==> config.mk <==
export PLATFORM = sky130hd
export DESIGN_NAME = regfile_read_bypass
export DESIGN_NICKNAME = d
export VERILOG_FILES = /design/src/rtl/regfile_read_bypass.sv
export SDC_FILE = /design/constraint.sdc
export NUM_CORES = 1
export LEC_CHECK = 0
export ABC_CLOCK_PERIOD_IN_PS = 14000
export CAP_MARGIN = 20
export CORE_ASPECT_RATIO = 0.9
export CORE_MARGIN = 2
export CORE_UTILIZATION = 40
export CTS_CLUSTER_SIZE = 30
export DETAILED_ROUTE_END_ITERATION = 10
export GPL_TIMING_DRIVEN = 0
export HOLD_SLACK_MARGIN = 0.03
export PLACE_DENSITY_LB_ADDON = 0.08
export SLEW_MARGIN = 25
export SYNTH_ARGS = -nofsm -noshare
export SYNTH_HDL_FRONTEND = slang
export SYNTH_SLANG_ARGS = --single-unit
==> constraint.sdc <==
create_clock -name CGRA_Clock -period 14 [get_ports CGRA_Clock]
set_clock_uncertainty 0.2 [all_clocks]
set_input_delay 2.1 -clock CGRA_Clock [delete_from_list [all_inputs] [get_ports CGRA_Clock]]
set_output_delay 2.1 -clock CGRA_Clock [all_outputs]
set_load 0.02 [all_outputs]
==> src/rtl/regfile_read_bypass.sv <==
// ---------------------------------------------------------------------------
// regfile_read_bypass
//
// Sits behind the 4-write / 8-read CGRA register file. The file registers its
// read outputs before the same cycle's writes land, so a read and a write to
// the same address in one cycle return the old value. This block snoops the
// same write ports and read addresses, substitutes the write data when an
// address matches, and registers the corrected data for each read port.
//
// Pipeline:
//   cycle t   : request (rd_en / address_out), writes (WE / address_in / in)
//               are captured into the s1 registers. The register file samples
//               its array into rf_out on the same edge.
//   cycle t+1 : each port selects either the youngest matching write data or
//               rf_out. The result is registered into out / out_valid.
//   Read latency is 2 cycles from rd_en to out_valid, with 1 request per port
//   per cycle.
//
// Handshake: out_valid[k] is a one-cycle strobe with no ready or backpressure.
// The consumer must take out slice k on the cycle that out_valid[k] is high.
// When out_valid[k] is low, out slice k holds the last delivered value.
//
// Ports:
//   CGRA_Clock    in   1              rising-edge clock
//   CGRA_Reset    in   1              synchronous, active-low reset
//   WE            in   4              write enables (mirrors WE0..WE3)
//   address_in    in   4*log2regs     write addresses, slice j = port j
//   in            in   4*size         write data, slice j = port j
//   rd_en         in   8              read request valid per port
//   address_out   in   8*log2regs     read addresses, slice k = port k
//   rf_out        in   8*size         register-file outputs out0..out7
//   out           out  8*size         corrected read data per port
//   out_valid     out  8              slice k carries a new result
//   bypass_count  out  CNT_W          saturating count of bypassed reads
//   clear_count   in   1              synchronous clear of bypass_count
// ---------------------------------------------------------------------------
module regfile_read_bypass #(
  parameter int log2regs = 3,
  parameter int size     = 32,
  parameter int CNT_W    = 16
) (
  input  logic                    CGRA_Clock,
  input  logic                    CGRA_Reset,
  input  logic [3:0]              WE,
  input  logic [4*log2regs-1:0]   address_in,
  input  logic [4*size-1:0]       in,
  input  logic [7:0]              rd_en,
  input  logic [8*log2regs-1:0]   address_out,
  input  logic [8*size-1:0]       rf_out,
  output logic [8*size-1:0]       out,
  output logic [7:0]              out_valid,
  output logic [CNT_W-1:0]        bypass_count,
  input  logic                    clear_count
);

  // The sum is wide enough to hold the counter plus up to 8 increments
  // without overflow, so saturation can be decided after the add.
  localparam int SUM_W = ((CNT_W > 4) ? CNT_W : 4) + 1;
  localparam logic [SUM_W-1:0] CNT_MAX = SUM_W'({CNT_W{1'b1}});

  // Stage S1 registers
  logic [7:0]              s1_rd_en;
  logic [8*log2regs-1:0]   s1_address_out;
  logic [3:0]              s1_we;
  logic [4*log2regs-1:0]   s1_address_in;
  logic [4*size-1:0]       s1_in;

  // Stage S2 combinational results
  logic [8*size-1:0]       sel_data;
  logic [7:0]              hit_any;
  logic [3:0]              hit_cnt;
  logic [SUM_W-1:0]        cnt_sum;
  logic [CNT_W-1:0]        cnt_next;

  always_ff @(posedge CGRA_Clock) begin
    if (!CGRA_Reset) begin
      s1_rd_en       <= '0;
      s1_address_out <= '0;
      s1_we          <= '0;
      s1_address_in  <= '0;
      s1_in          <= '0;
    end else begin
      s1_rd_en       <= rd_en;
      s1_address_out <= address_out;
      s1_we          <= WE;
      s1_address_in  <= address_in;
      s1_in          <= in;
    end
  end

  // Write ports are scanned in ascending order, so the highest-numbered
  // matching port overrides the lower ones. This matches the file's
  // last-write-wins order.
  always_comb begin
    sel_data = rf_out;
    hit_any  = '0;
    for (int k = 0; k < 8; k++) begin
      for (int j = 0; j < 4; j++) begin
        if (s1_we[j] &&
            (s1_address_in[j*log2regs +: log2regs] ==
             s1_address_out[k*log2regs +: log2regs])) begin
          sel_data[k*size +: size] = s1_in[j*size +: size];
          hit_any[k]               = 1'b1;
        end
      end
    end
  end

  // A bypass is counted only for an enabled read.
  always_comb begin
    hit_cnt = '0;
    for (int k = 0; k < 8; k++) begin
      hit_cnt = hit_cnt + {3'b000, (s1_rd_en[k] & hit_any[k])};
    end
    cnt_sum = SUM_W'(bypass_count) + SUM_W'(hit_cnt);
    if (cnt_sum > CNT_MAX) begin
      cnt_next = {CNT_W{1'b1}};
    end else begin
      cnt_next = cnt_sum[CNT_W-1:0];
    end
  end

  always_ff @(posedge CGRA_Clock) begin
    if (!CGRA_Reset) begin
      out          <= '0;
      out_valid    <= '0;
      bypass_count <= '0;
    end else begin
      for (int k = 0; k < 8; k++) begin
        if (s1_rd_en[k]) begin
          out[k*size +: size] <= sel_data[k*size +: size];
        end
      end
      out_valid <= s1_rd_en;
      if (clear_count) begin
        bypass_count <= '0;
      end else begin
        bypass_count <= cnt_next;
      end
    end
  end

endmodule

## Word-level counts from Yosys, hierarchy flattened

Index checks and enable logic that the tools add are counted.

| word-level totals | value |
|---|---|
| bits in registers | 456 |
| input bits | 435 |
| output and inout bits | 280 |
| word-level logic and storage cells | 163 |

| cells by class | value |
|---|---|
| $add $sub $neg | 8 |
| magnitude comparators | 1 |
| eq/ne operators | 32 |
| multiplexer cells | 65 |
| bitwise operators | 9 |
| reductions and logical operators | 33 |

Operators with widths:

| kind | count |
|---|---|
| 32-bit 2-to-1 mux | 32 |
| 3-bit equality test | 32 |
| 1-bit logical AND | 32 |
| 1-bit 2-to-1 mux | 32 |
| 16-bit by 4-bit adder with 17-bit output | 1 |
| 17-bit by 16-bit > comparator with 1-bit output, second input constant | 1 |
| 4-bit by 1-bit adder with 4-bit output | 4 |
| 16-bit 2-to-1 mux | 1 |
| 1-bit bitwise AND | 8 |
| 3-bit by 1-bit adder with 4-bit output | 1 |
| 2-bit by 1-bit adder with 3-bit output | 1 |
| 1-bit by 1-bit adder with 2-bit output | 1 |
| 2-bit OR reduction | 1 |
| 1-bit NOT | 1 |

## Longest topological paths before layout

| depth | value |
|---|---|
| word-level depth | 17 |
| gate-level depth with buffers | 21 |
| gate-level depth less buffers | 17 |

## Worst setup path after synthesis

No wires, ideal clock.

| path | value |
|---|---|
| path type | reg-to-reg |
| from | reg s1_address_in[9] |
| to | reg bypass_count[10] |
| library setup time | 0.070 ns |
| data arrival time | 4.865 ns |
| required time | 13.730 ns |
| path slack | 8.865 ns |
| stages on the path, launching flop included | 22 |
| path buffers | 4 |
| period minus slack after synthesis | 5.135 ns |
| cells stage by stage | dfxtp_1 buf_2 xor2_1 or4b_1 clkbuf_1 clkbuf_1 nand2_1 o31a_1 fa_1 inv_1 fa_1 inv_1 fa_1 fa_1 inv_1 fa_1 nor2b_1 o21ai_1 a21oi_1 nand3_1 clkbuf_1 a21oi_1 |

| between the ends | value |
|---|---|
| cells in the longest elaborated chain, start to end | 14 |
| elaborated cells between the ends (all ways) | 42 |
| classes of those cells | 8 x add/sub; 1 x order compare; 8 x eq/ne; 9 x mux; 8 x bitwise; 8 x reduce/logical |

RTL lines:

| what | RTL line | text |
|---|---|---|
| from (decl) | 65 | `logic [4*log2regs-1:0] s1_address_in;` |
| from (signal assigned) | 86 | `s1_address_in <= address_in;` |
| 3-bit equality test | 100 | `(s1_address_in[j*log2regs +: log2regs] ==` |
| 1-bit logical AND | 99 | `if (s1_we[j] &&` |
| 1-bit 2-to-1 mux | 99 |  |
| 1-bit bitwise AND | 113 | `hit_cnt = hit_cnt + {3'b000, (s1_rd_en[k] & hit_any[k])};` |
| 1-bit by 1-bit adder with 2-bit output | 113 |  |
| 2-bit by 1-bit adder with 3-bit output | 113 |  |
| 3-bit by 1-bit adder with 4-bit output | 113 |  |
| 4-bit by 1-bit adder with 4-bit output (3 in a row) | 113 |  |
| 4-bit by 1-bit adder with 4-bit output (*) | 113 |  |
| 16-bit by 4-bit adder with 17-bit output (*) | 115 | `cnt_sum = SUM_W'(bypass_count) + SUM_W'(hit_cnt);` |
| 17-bit by 16-bit > comparator with 1-bit output | 116 | `if (cnt_sum > CNT_MAX) begin` |
| 16-bit 2-to-1 mux (*) | 116 |  |
| to (signal assigned) | 138 | `bypass_count <= cnt_next;` |
| to (decl) | 52 | `output logic [CNT_W-1:0] bypass_count,` |

Mark *: on every way between the ends. The rest lies on a longest branch, timed or not.
A chain may end at the register's enable or synchronous reset.

## Worst setup path in the final report

| path | value |
|---|---|
| from | reg s1_address_in[8] |
| to | reg bypass_count[5] |

| between the ends | value |
|---|---|
| cells in the longest elaborated chain, start to end | 15 |
| elaborated cells between the ends (all ways) | 50 |
| classes of those cells | 8 x add/sub; 1 x order compare; 8 x eq/ne; 17 x mux; 8 x bitwise; 8 x reduce/logical |

RTL lines:

| what | RTL line |
|---|---|
| 3-bit equality test | 100 |
| 1-bit logical AND | 99 |
| 1-bit 2-to-1 mux (2 in a row) | 99 |
| 1-bit bitwise AND | 113 |
| 1-bit by 1-bit adder with 2-bit output | 113 |
| 2-bit by 1-bit adder with 3-bit output | 113 |
| 3-bit by 1-bit adder with 4-bit output | 113 |
| 4-bit by 1-bit adder with 4-bit output (3 in a row) | 113 |
| 4-bit by 1-bit adder with 4-bit output (*) | 113 |
| 16-bit by 4-bit adder with 17-bit output (*) | 115 |
| 17-bit by 16-bit > comparator with 1-bit output | 116 |
| 16-bit 2-to-1 mux (*) | 116 |

Marks and branches as above.

==> results.md <==
- Status: finished clean
- Arrival @ worst endpoint: 7.32 ns
- DR DRC count: 0
- Pwr/cell area: 105 mW/mm²
- Area grow syn2layout: 36.0%
- Hold_buf cts: 0
- Worst r2r dst: bypass_count[5]
- Finished Cell Area: 0.0400 mm²
- Via Count: 35,100
- Die width: 290 µm
- TritonCTS clock tree: done
- Total gr overflow: 0
- Register area share after synthesis: 0.311
- Row count: 94
- Tot GR Track Use: 0.459
- First-pass GRT wire length: 246 mm
- Worst slew margin: 0.117
- Vias in the first global route: 33,300
- CP cell instances: buf_2 -> xnor2_1 -> nand3_1 -> nor2_2 -> clkbuf_1 -> o31a_1 -> fa_1 -> inv_1 -> fa_1 -> inv_1 -> fa_1 -> fa_1 -> inv_1 -> fa_1 -> nor2b_1 -> o21ai_1 -> a21oi_1 -> nand3_1 -> clkbuf_1 -> a21oi_1
- Clk_lat worst skew: 0.65 ns
- Hold Vio Cnt, Final: 0
- Reg-to-reg critical path startpoint: s1_address_in[8]
- Post-synth top area share: 0.311
- Mapped cell area: 0.0294 mm²
- Leakage: 13.0 nW
- Number of buffers created by CTS: 55
- I/O Buffers: 713
- Reg2reg setup slack: 6.98 ns
- Nets: 4,678
- Synth Instances: 3,458
- WL final: 183 mm
- Worst Setup Start Kind: flop
- Warnings, synthesis: 0
- Final period util: 0.501
- Slowest stage delay, CP: 0.89 ns
- Initial antenna violation count: 23
- FMAX: 0.142 GHz
- GP Congestion: 1.06
- Synth top area cells: dfxtp_1 (31%), a211oi_2 (8.6%), o31a_1 (7.8%), a2111oi_0 (7.6%), o21a_1 (6.5%)
- Synthesis-stage register bit count: 456
- Worst Setup SP: s1_address_in[8]
- Slew @ Worst Pin: 1.32 ns
- Resize count post-CTS: 0
- CTS clock-pin slew for the worst setup and hold paths: 0.06 ns
- Cell mode on critical path: fa_1
- Drt initial violations: 5,484
- Final setup margin: 6.98 ns
- Final setup viols: 0
- Pre-Repair DR Iteration Count: 10
- Clk sinks: 456
- Req. time, crit path: 14.30 ns
- EDFF count, synth: 0
- I/O pins: 715
- ANT nets after route: 0
- Synth unique cells: 38
- RSZ-0062 raised after global routing: no
- Worst path buffer plus inverter count: 6
- Worst-case reg-to-reg path depth: 20
- Stages on worst setup path: 20
- Clock Tree Root: clkbuf_16
- Fraction of layout cells with a size suffix above 1: 0.0989
- WL/cell: 34.9 µm
- Most frequent cell after synthesis: dfxtp_1
- Max cap viols: 0
- Slowest stage cell, crit path: nor2_2
- CP endpoint kind: flop
- Crit-path max FO: 10
- Syn avg cell area: 8.50 µm²
- Critical path's top delay family: adder cells
- Final Max Tran Viols: 0
- HPWL after DPL: 139 mm
- Top post-synthesis cells by count: dfxtp_1 (456), clkbuf_1 (321), nor2b_1 (290)
- Dpl cell area: 0.0379 mm²
- DIE HEIGHT: 261 µm
- Cell accounting for the most synthesized area: dfxtp_1
- Final setup TNS: 0 ns
- Post-CTS setup buffers: 0
- Async S/R FF share, synth: 0
- Number of H-tree levels: 2
- Worst Setup EP: bypass_count[5]
- Worst setup path class: flop to flop
- Pin count of the biggest net entering global routing: 14
- Fin crit period: 7.02 ns
- Initial core utilization: 0.403
- Area of the die: 0.0757 mm²
- VDD IR-drop max: 0.0881 mV
- Syn nets: 3,904
- Top_reg_cell synth: dfxtp_1
- Avg Vias per Cell: 6.68
- Type of the tightest min-delay check: flop to flop
- Post-Place Setup Slack: 7.23 ns
- Core Area: 0.0729 mm²
- Clk buf depth: 3
==> power breakdown <==
| part | internal (mW) | total [mW] | leakage [nW] | switching (mW) |
|---|---|---|---|---|
| Combinational | 0.429 | 1.18 | 8.28 | 0.749 |
| Clock | 0.936 | 1.58 | 0.956 | 0.643 |
| Sequential | 1.38 | 1.44 | 3.75 | 0.0602 |
| Total | 2.74 | 4.19 | 13.0 | 1.45 |
==> per-stage QoR <==
step	power [mW]	hold WS [ns]	std cells	util
detailed placement	2.57	0.283	5135	0.520
finish	4.19	0.301	5255	0.548
global route	4.26	0.306	5244	0.548
global placement	2.56	0.282	5131	0.517
CTS	4.12	0.303	5237	0.547
floorplan	2.00	0.400	3458	-
==> how the worst min path moves through the flow <==
stage | startpoint | to | cells past startpoint
2_1_floorplan | bypass_count[12] | bypass_count[12] | 1
3_3_place_gp | bypass_count[12] | bypass_count[12] | 1
3_5_place_dp | bypass_count[12] | bypass_count[12] | 1
4_1_cts | bypass_count[12] | bypass_count[12] | 1
5_1_grt | bypass_count[12] | bypass_count[12] | 1
6_report | bypass_count[12] | bypass_count[12] | 1
==> sequential cells by signal, summed over array words and instances, names as in the netlist <==
register and count:
s1_in 128, s1_address_in 12, out 256, s1_rd_en 8, s1_address_out 24, s1_we 4, bypass_count 16, out_valid 8
==> cell type report <==
type	instances	area, µm²
Buffer	392	1730
Sequential cell	456	9130
Multi-Input combinational cell	2600	18700
Clock buffer	81	1680
Timing Repair Buffer	717	7190
Clock inverter	21	269
Antenna cell	18	45.0
Inverter	10	37.5
Fill cell	7054	32900
Tap cell	960	1200
==> cell usage in the layout (no fill, tap or decap), types with 28 or more instances in the layout <==
master           Yosys  routed
o21a_1             256     256
xor2_1              78      71
clkbuf_1           321     325
nand2b_1            33      33
buf_2               43      44
clkbuf_16            0      57
o31a_1             262     262
nand2_1             76      76
a2111oi_0          256     255
and2_1             184     184
dfxtp_1            456     456
a211oi_1            57      57
nor2_1             265     264
o21ai_0            253     253
nor4_1             256     253
clkdlybuf4s50_1      0     713
nor2b_1            290     267
xnor2_1             28      28
a211oi_2           203     203
==> per-layer routing <==
layer  up-vias  track usage  routed length, µm
li1      14700            -                  -
met1     16600        0.555              67500
met2      2975        0.680              76800
met3       827        0.166              23700
met4        17        0.313              14900
met5         -       0.0100                320
==> kinds of logic after synthesis <==
group / count (synthesis) / share of synthesized area
buf+inv: 402 / 0.0598
xor+xnor: 106 / 0.0316
simple gates: 1168 / 0.223
compound gates: 1315 / 0.369
flops: 456 / 0.311
fa+ha+maj: 11 / 0.00596
(Power assumes the default switching activity.)
